[src/rtl/ga21_pal_dma.sv]
`default_nettype none
// ============================================================================
// Module   : ga21_pal_dma
// Purpose  : CPU-programmed DMA that copies 16-bit colour words from the
//            palette staging buffer into palette RAM over the GA21 port.
// Revision : 1.0
// ============================================================================
module ga21_pal_dma #(
    parameter int SRC_AW = 16,
    parameter int PAL_AW = 13
) (
    input  logic              clk,
    input  logic              reset_n,
    input  logic              vblank,
    input  logic              cpu_reg_we,
    input  logic [1:0]        cpu_reg_addr,
    input  logic [15:0]       cpu_din,
    output logic [15:0]       cpu_dout,
    output logic [SRC_AW-1:0] src_addr,
    output logic              src_rd,
    input  logic [15:0]       src_data,
    output logic [PAL_AW-1:0] ga21_addr,
    output logic              ga21_we,
    output logic              ga21_req,
    output logic              dma_busy,
    output logic [15:0]       pal_dout,
    output logic              done_irq
);

    typedef enum logic [2:0] {
        IDLE    = 3'd0,
        WAIT_VB = 3'd1,
        READ    = 3'd2,
        WRITE   = 3'd3,
        DONE    = 3'd4
    } state_t;

    state_t              state_q, state_d;
    logic [SRC_AW-1:0]   src_q, cur_src_q, cur_src_d;
    logic [PAL_AW-1:0]   dst_q, len_q, cur_dst_q, cur_dst_d, rem_q, rem_d;
    logic                vb_prev_q;
    logic                done_q, done_d, aborted_q, aborted_d;
    logic                src_rd_q, ga21_we_q, ga21_req_q, dma_busy_q, done_irq_q;
    logic [SRC_AW-1:0]   src_addr_q;
    logic [PAL_AW-1:0]   ga21_addr_q;

    logic w_ctrl_wr, w_start, w_abort, w_vb_rise;

    assign w_ctrl_wr = cpu_reg_we && (cpu_reg_addr == 2'd3);
    assign w_start   = w_ctrl_wr && cpu_din[0];
    assign w_abort   = w_ctrl_wr && cpu_din[2];
    assign w_vb_rise = vblank && !vb_prev_q;

    always_comb begin
        state_d   = state_q;
        cur_src_d = cur_src_q;
        cur_dst_d = cur_dst_q;
        rem_d     = rem_q;
        done_d    = done_q;
        aborted_d = aborted_q;
        if (w_ctrl_wr) begin
            done_d    = 1'b0;
            aborted_d = 1'b0;
        end
        case (state_q)
            IDLE: begin
                // abort in the same write as start suppresses the start entirely
                if (w_start && !w_abort) begin
                    cur_src_d = src_q;
                    cur_dst_d = dst_q;
                    rem_d     = len_q;
                    if (len_q == '0)     state_d = DONE;
                    else if (cpu_din[1]) state_d = WAIT_VB;
                    else                 state_d = READ;
                end
            end
            WAIT_VB: begin
                if (w_abort) begin
                    state_d   = DONE;
                    aborted_d = 1'b1;
                end else if (w_vb_rise) begin
                    state_d = READ;
                end
            end
            READ: begin
                if (w_abort) begin
                    state_d   = DONE;
                    aborted_d = 1'b1;
                end else begin
                    state_d = WRITE;
                end
            end
            WRITE: begin
                cur_src_d = cur_src_q + SRC_AW'(1);
                cur_dst_d = cur_dst_q + PAL_AW'(1);
                rem_d     = rem_q - PAL_AW'(1);
                if (w_abort) begin
                    state_d   = DONE;
                    aborted_d = 1'b1;
                end else if (rem_q == PAL_AW'(1)) begin
                    state_d = DONE;
                end else begin
                    state_d = READ;
                end
            end
            DONE: begin
                state_d = IDLE;
                done_d  = 1'b1;
            end
            default: state_d = IDLE;
        endcase
    end

    // Port outputs are registered from the next state so they align with it.
    always_ff @(posedge clk or negedge reset_n) begin
        if (!reset_n) begin
            state_q     <= IDLE;
            src_q       <= '0;
            dst_q       <= '0;
            len_q       <= '0;
            cur_src_q   <= '0;
            cur_dst_q   <= '0;
            rem_q       <= '0;
            vb_prev_q   <= 1'b0;
            done_q      <= 1'b0;
            aborted_q   <= 1'b0;
            src_rd_q    <= 1'b0;
            src_addr_q  <= '0;
            ga21_we_q   <= 1'b0;
            ga21_addr_q <= '0;
            ga21_req_q  <= 1'b0;
            dma_busy_q  <= 1'b0;
            done_irq_q  <= 1'b0;
        end else begin
            if (cpu_reg_we && cpu_reg_addr == 2'd0) src_q <= cpu_din[SRC_AW-1:0];
            if (cpu_reg_we && cpu_reg_addr == 2'd1) dst_q <= cpu_din[PAL_AW-1:0];
            if (cpu_reg_we && cpu_reg_addr == 2'd2) len_q <= cpu_din[PAL_AW-1:0];
            state_q     <= state_d;
            cur_src_q   <= cur_src_d;
            cur_dst_q   <= cur_dst_d;
            rem_q       <= rem_d;
            vb_prev_q   <= vblank;
            done_q      <= done_d;
            aborted_q   <= aborted_d;
            src_rd_q    <= (state_d == READ);
            src_addr_q  <= (state_d == READ) ? cur_src_d : '0;
            ga21_we_q   <= (state_d == WRITE);
            ga21_addr_q <= (state_d == WRITE) ? cur_dst_d : '0;
            ga21_req_q  <= (state_d == READ) || (state_d == WRITE);
            dma_busy_q  <= (state_d != IDLE);
            done_irq_q  <= (state_q == DONE);
        end
    end

    always_comb begin
        cpu_dout = 16'h0000;
        case (cpu_reg_addr)
            2'd0:    cpu_dout = 16'(src_q);
            2'd1:    cpu_dout = 16'(dst_q);
            2'd2:    cpu_dout = 16'(len_q);
            default: cpu_dout = {13'd0, aborted_q, done_q, dma_busy_q};
        endcase
    end

    assign src_addr  = src_addr_q;
    assign src_rd    = src_rd_q;
    assign ga21_addr = ga21_addr_q;
    assign ga21_we   = ga21_we_q;
    assign ga21_req  = ga21_req_q;
    assign dma_busy  = dma_busy_q;
    assign done_irq  = done_irq_q;
    // Staging data arrives during WRITE, so it is forwarded rather than registered.
    assign pal_dout  = ga21_we_q ? src_data : 16'h0000;

endmodule
`default_nettype wire

[config.mk]
export PLATFORM = sky130hd
export DESIGN_NAME = ga21_pal_dma
export DESIGN_NICKNAME = d
export VERILOG_FILES = /design/src/rtl/ga21_pal_dma.sv
export SDC_FILE = /design/constraint.sdc
export NUM_CORES = 1
export LEC_CHECK = 0
export ABC_AREA = 1
export BUFFER_PORTS_ARGS = -buffer_cell sky130_fd_sc_hd__buf_4
export CAP_MARGIN = 20
export CORE_MARGIN = 3
export CORE_UTILIZATION = 46
export DETAILED_ROUTE_END_ITERATION = 12
export PLACE_DENSITY = 0.67
export SETUP_SLACK_MARGIN = 0.3
export SYNTH_ARGS = -nofsm -noshare
export SYNTH_HDL_FRONTEND = slang
export SYNTH_SLANG_ARGS = --single-unit
[constraint.sdc]
create_clock -name clk -period 1.4 [get_ports clk]
set_input_delay 0.21 -clock clk [delete_from_list [all_inputs] [get_ports clk]]
set_output_delay 0.21 -clock clk [all_outputs]
set_load 0.1 [all_outputs]
==> flow_metrics.env <==
export IMPL_outcome="finished with violations"
export IMPL_failed_checks="setup timing"
export IMPL_coreArea_um2=13350
export IMPL_place_inst=1200
export IMPL_min_from="cpu_din[15]"
export IMPL_wl_um=32510
export IMPL_synth_cell_types=36
export IMPL_maxCapViolations=0
export IMPL_register_area_um2=3115
export IMPL_antenna_found_initial=0
export IMPL_dieArea_um2=15180
export IMPL_vias=8201
export IMPL_clock_latency_ps=440
export IMPL_grt_max_degree=43
export IMPL_synthFlopType="dfrtp_1"
export IMPL_clockBufferDepth=2
export IMPL_synth_edf_count=0
export IMPL_drive_above_1_share_pct=54.28
export IMPL_via_per_inst=6.152
export IMPL_dp_hpwl_um=14930
export IMPL_grtUsageTotal_pct=34.99
export IMPL_critPathCaptureType="flop"
export IMPL_grt_first_pass_wirelength_um=40250
export IMPL_slew_viol_final=0
export IMPL_skew_ps=11.54
export IMPL_slowest_delay_ps=410
export IMPL_num_fill_cells=501
export IMPL_ys_seq_elements=124
export IMPL_grt_ovfl_total=0
export IMPL_reg2reg_from="rem_q[3]"
export IMPL_drtIter0Drc=1033
export IMPL_cp_startpoint="rem_q[3]"
export IMPL_syn_area_per_cell_um2=7.576
export IMPL_rows=42
export IMPL_fin_cells=1333
export IMPL_syn_cell_area_um2=6319
export IMPL_multiInputGateArea_um2=3891
export IMPL_antenna_cells=0
export IMPL_required_ps=1730
export IMPL_ys_top_cells_by_count="nand2_1 (218), inv_1 (135), dfrtp_1 (124)"
export IMPL_cts_sink_count=124
export IMPL_numCtsBuffers=17
export IMPL_syn_nets=876
export IMPL_nets=1186
export IMPL_ir_worst_vdd_mv=1.208
export IMPL_start_kind="flop"
export IMPL_synthMostInstantiatedCell="nand2_1"
export IMPL_detail_route_wl_per_cell_um=24.39
export IMPL_cp_max_fo=8
export IMPL_ys_seq_area_share_pct=49.11
export IMPL_synth_top_area_cell="dfrtp_1"
export IMPL_dieWidth_um=123.2
export IMPL_path_cells="nor2_1 > nand2_1 > nor2_1 > nand2_2 > nand3_2 > nand3_4 > nand3_4 > buf_12 > buf_16 > nor2_4"
export IMPL_leakage_nw=5.784
export IMPL_dp_slack_ps=-282.2
export IMPL_critical_path_top_delay_family="simple AND/OR/NAND/NOR gates"
export IMPL_powerDensity_nw_per_um2=1841
export IMPL_intPower_mw=12.17
export IMPL_finalCritPeriodShare_pct=131.6
export IMPL_die_h_um=123.2
export IMPL_holdCritPathClass="input pin to flop"
export IMPL_swShare_pct=45.40
export IMPL_synthTopCellsByArea="dfrtp_1 (49%), nand2_1 (13%), inv_1 (8.0%)"
export IMPL_start_util_pct=47.34
export IMPL_io_pins=104
export IMPL_grt_pass1_vias=7540
export IMPL_cts_root_buf="clkbuf_16"
export IMPL_ant_nets=0
export IMPL_gp_congestion=0.9253
export IMPL_clk_pin_slew_ps=60
export IMPL_place_area_um2=8610
export IMPL_setup_viol=107
export IMPL_htree_levels=4
export IMPL_rsz0062_at_grt="true"
export IMPL_p_clk_share_pct=20.8
export IMPL_dr_pass1_iters=5
export IMPL_yosysTopAreaCellShare_pct=49.11
export IMPL_slew_headroom_pct=53.62
export IMPL_p_sw_mw=10.12
export IMPL_yosysWarnings=0
export IMPL_async_flop_share_pct=100.0
export IMPL_p_seq_share_pct=25.5
export IMPL_postSynthCellCount=834
export IMPL_critical_path_slowest_cell="dfrtp_1"
export IMPL_layout_cell_area_non_filler_um2=12110
export IMPL_area_growth_syn_to_layout_pct=91.68
export IMPL_tightestPinTransition_ps=688.4
export IMPL_finalHoldViolations=0
export IMPL_portBuffers=103
export IMPL_drc=0
export IMPL_comb_power_share_pct=53.7
export IMPL_arrival_ps=2170
export IMPL_fmax_mhz=542.7
export IMPL_critPathKind="flop to flop"
export IMPL_fin_ws_ps=-442.7
export IMPL_fin_crit_ps=1843
export IMPL_path_buf_inv=2
export IMPL_tns_ps=-26520
export IMPL_cts_tree="yes"
## flip-flops by register name (all words and copies together), names as in the netlist, 13 cells and up, named ones only
name and cells:
dst_q 13, rem_q 13, src_addr 16, len_q 13, cur_src_q 16, cur_dst_q 13, ga21_addr 13, src_q 16
## power by group through the flow
stage	Sequential [mW]	Combinational (mW)	Clock [mW]
3_5_place_dp	5.33	7.53	0
4_1_cts	5.43	9.88	4.52
5_1_grt	5.74	12.4	4.75
2_1_floorplan	6.34	4.00	0
3_3_place_gp	5.29	7.38	0
6_report	5.68	12.0	4.64
## tightest hold or removal path: stages
cell and delay [ps]:
buf_4 80, nor2_1 40, a21oi_1 110
## stage by stage
step                      power [mW]  util (%)  hold slack (ps)
final                          22.30     90.74            47.90
after global routing           22.92     90.74            80.25
after CTS                      19.83     84.63            30.18
after detailed placement       12.86     64.50            99.95
after global placement         12.67     64.50            98.92
after floorplan                10.34         -           -85.59
## logic make-up after synthesis
group / share of synthesized area (%)
compound gates: 12.87
xor+xnor: 0.2773
fa+ha+maj: 0.7921
buf+inv: 10.22
flops: 49.11
simple gates: 26.73
## placed cells by master, fill, tap and decap left out, drive strengths merged, types with 5 or more instances in the layout
cell      count
buf         310
clkinvlp     20
o21ai        78
nand4         9
inv         120
a21oi        28
nor3          8
nand3        51
clkbuf       23
clkinv        7
nand2       224
o22ai         5
o221ai        6
nor2        105
o211ai       15
dfrtp       124
## layer usage
metal  vias to the layer above  part of all wire, %  GRT usage (%)
met1                      3921                   33          42.69
met2                       743                   48          59.53
li1                       3293                    -              -
met5                         -                    0              0
met4                         0                  7.7          15.85
met3                       244                   11          7.411
## cell type report
type / count / share of cell area, %
clock buffer: 21 / 3.802
timing repair inverter: 1 / 0.03099
multi-input combinational: 548 / 32.13
sequential: 124 / 25.72
timing repair buffer: 314 / 30.07
clock inverter: 11 / 1.178
tap: 176 / 1.818
inverter: 138 / 5.248
## repair_timing
| action | CTS | global route |
|---|---|---|
| setup endpoints to repair | 144 | 148 |
| gates resized for setup | 389 | 127 |
| gates cloned | 6 | 2 |
| hold buffers | 2 | 0 |
| pin swaps | 62 | 52 |
| setup buffers | 60 | 31 |
| endpoints found under the hold margin | 125 | 0 |
## final timing paths
kind / to / slack, ps / cells after the start
worst max-delay path: src_addr[13] / -440 / 10
worst min-delay path: src_q[15] / 50 / 3
worst max register to register: src_addr[13] / -440 / 10
worst min register to register: src_q[5] / 520 / 2
max in group asynchronous: dma_busy / 620 / 3
min in group asynchronous: cur_dst_q[5] / 210 / 2
(Power assumes the default switching activity.)
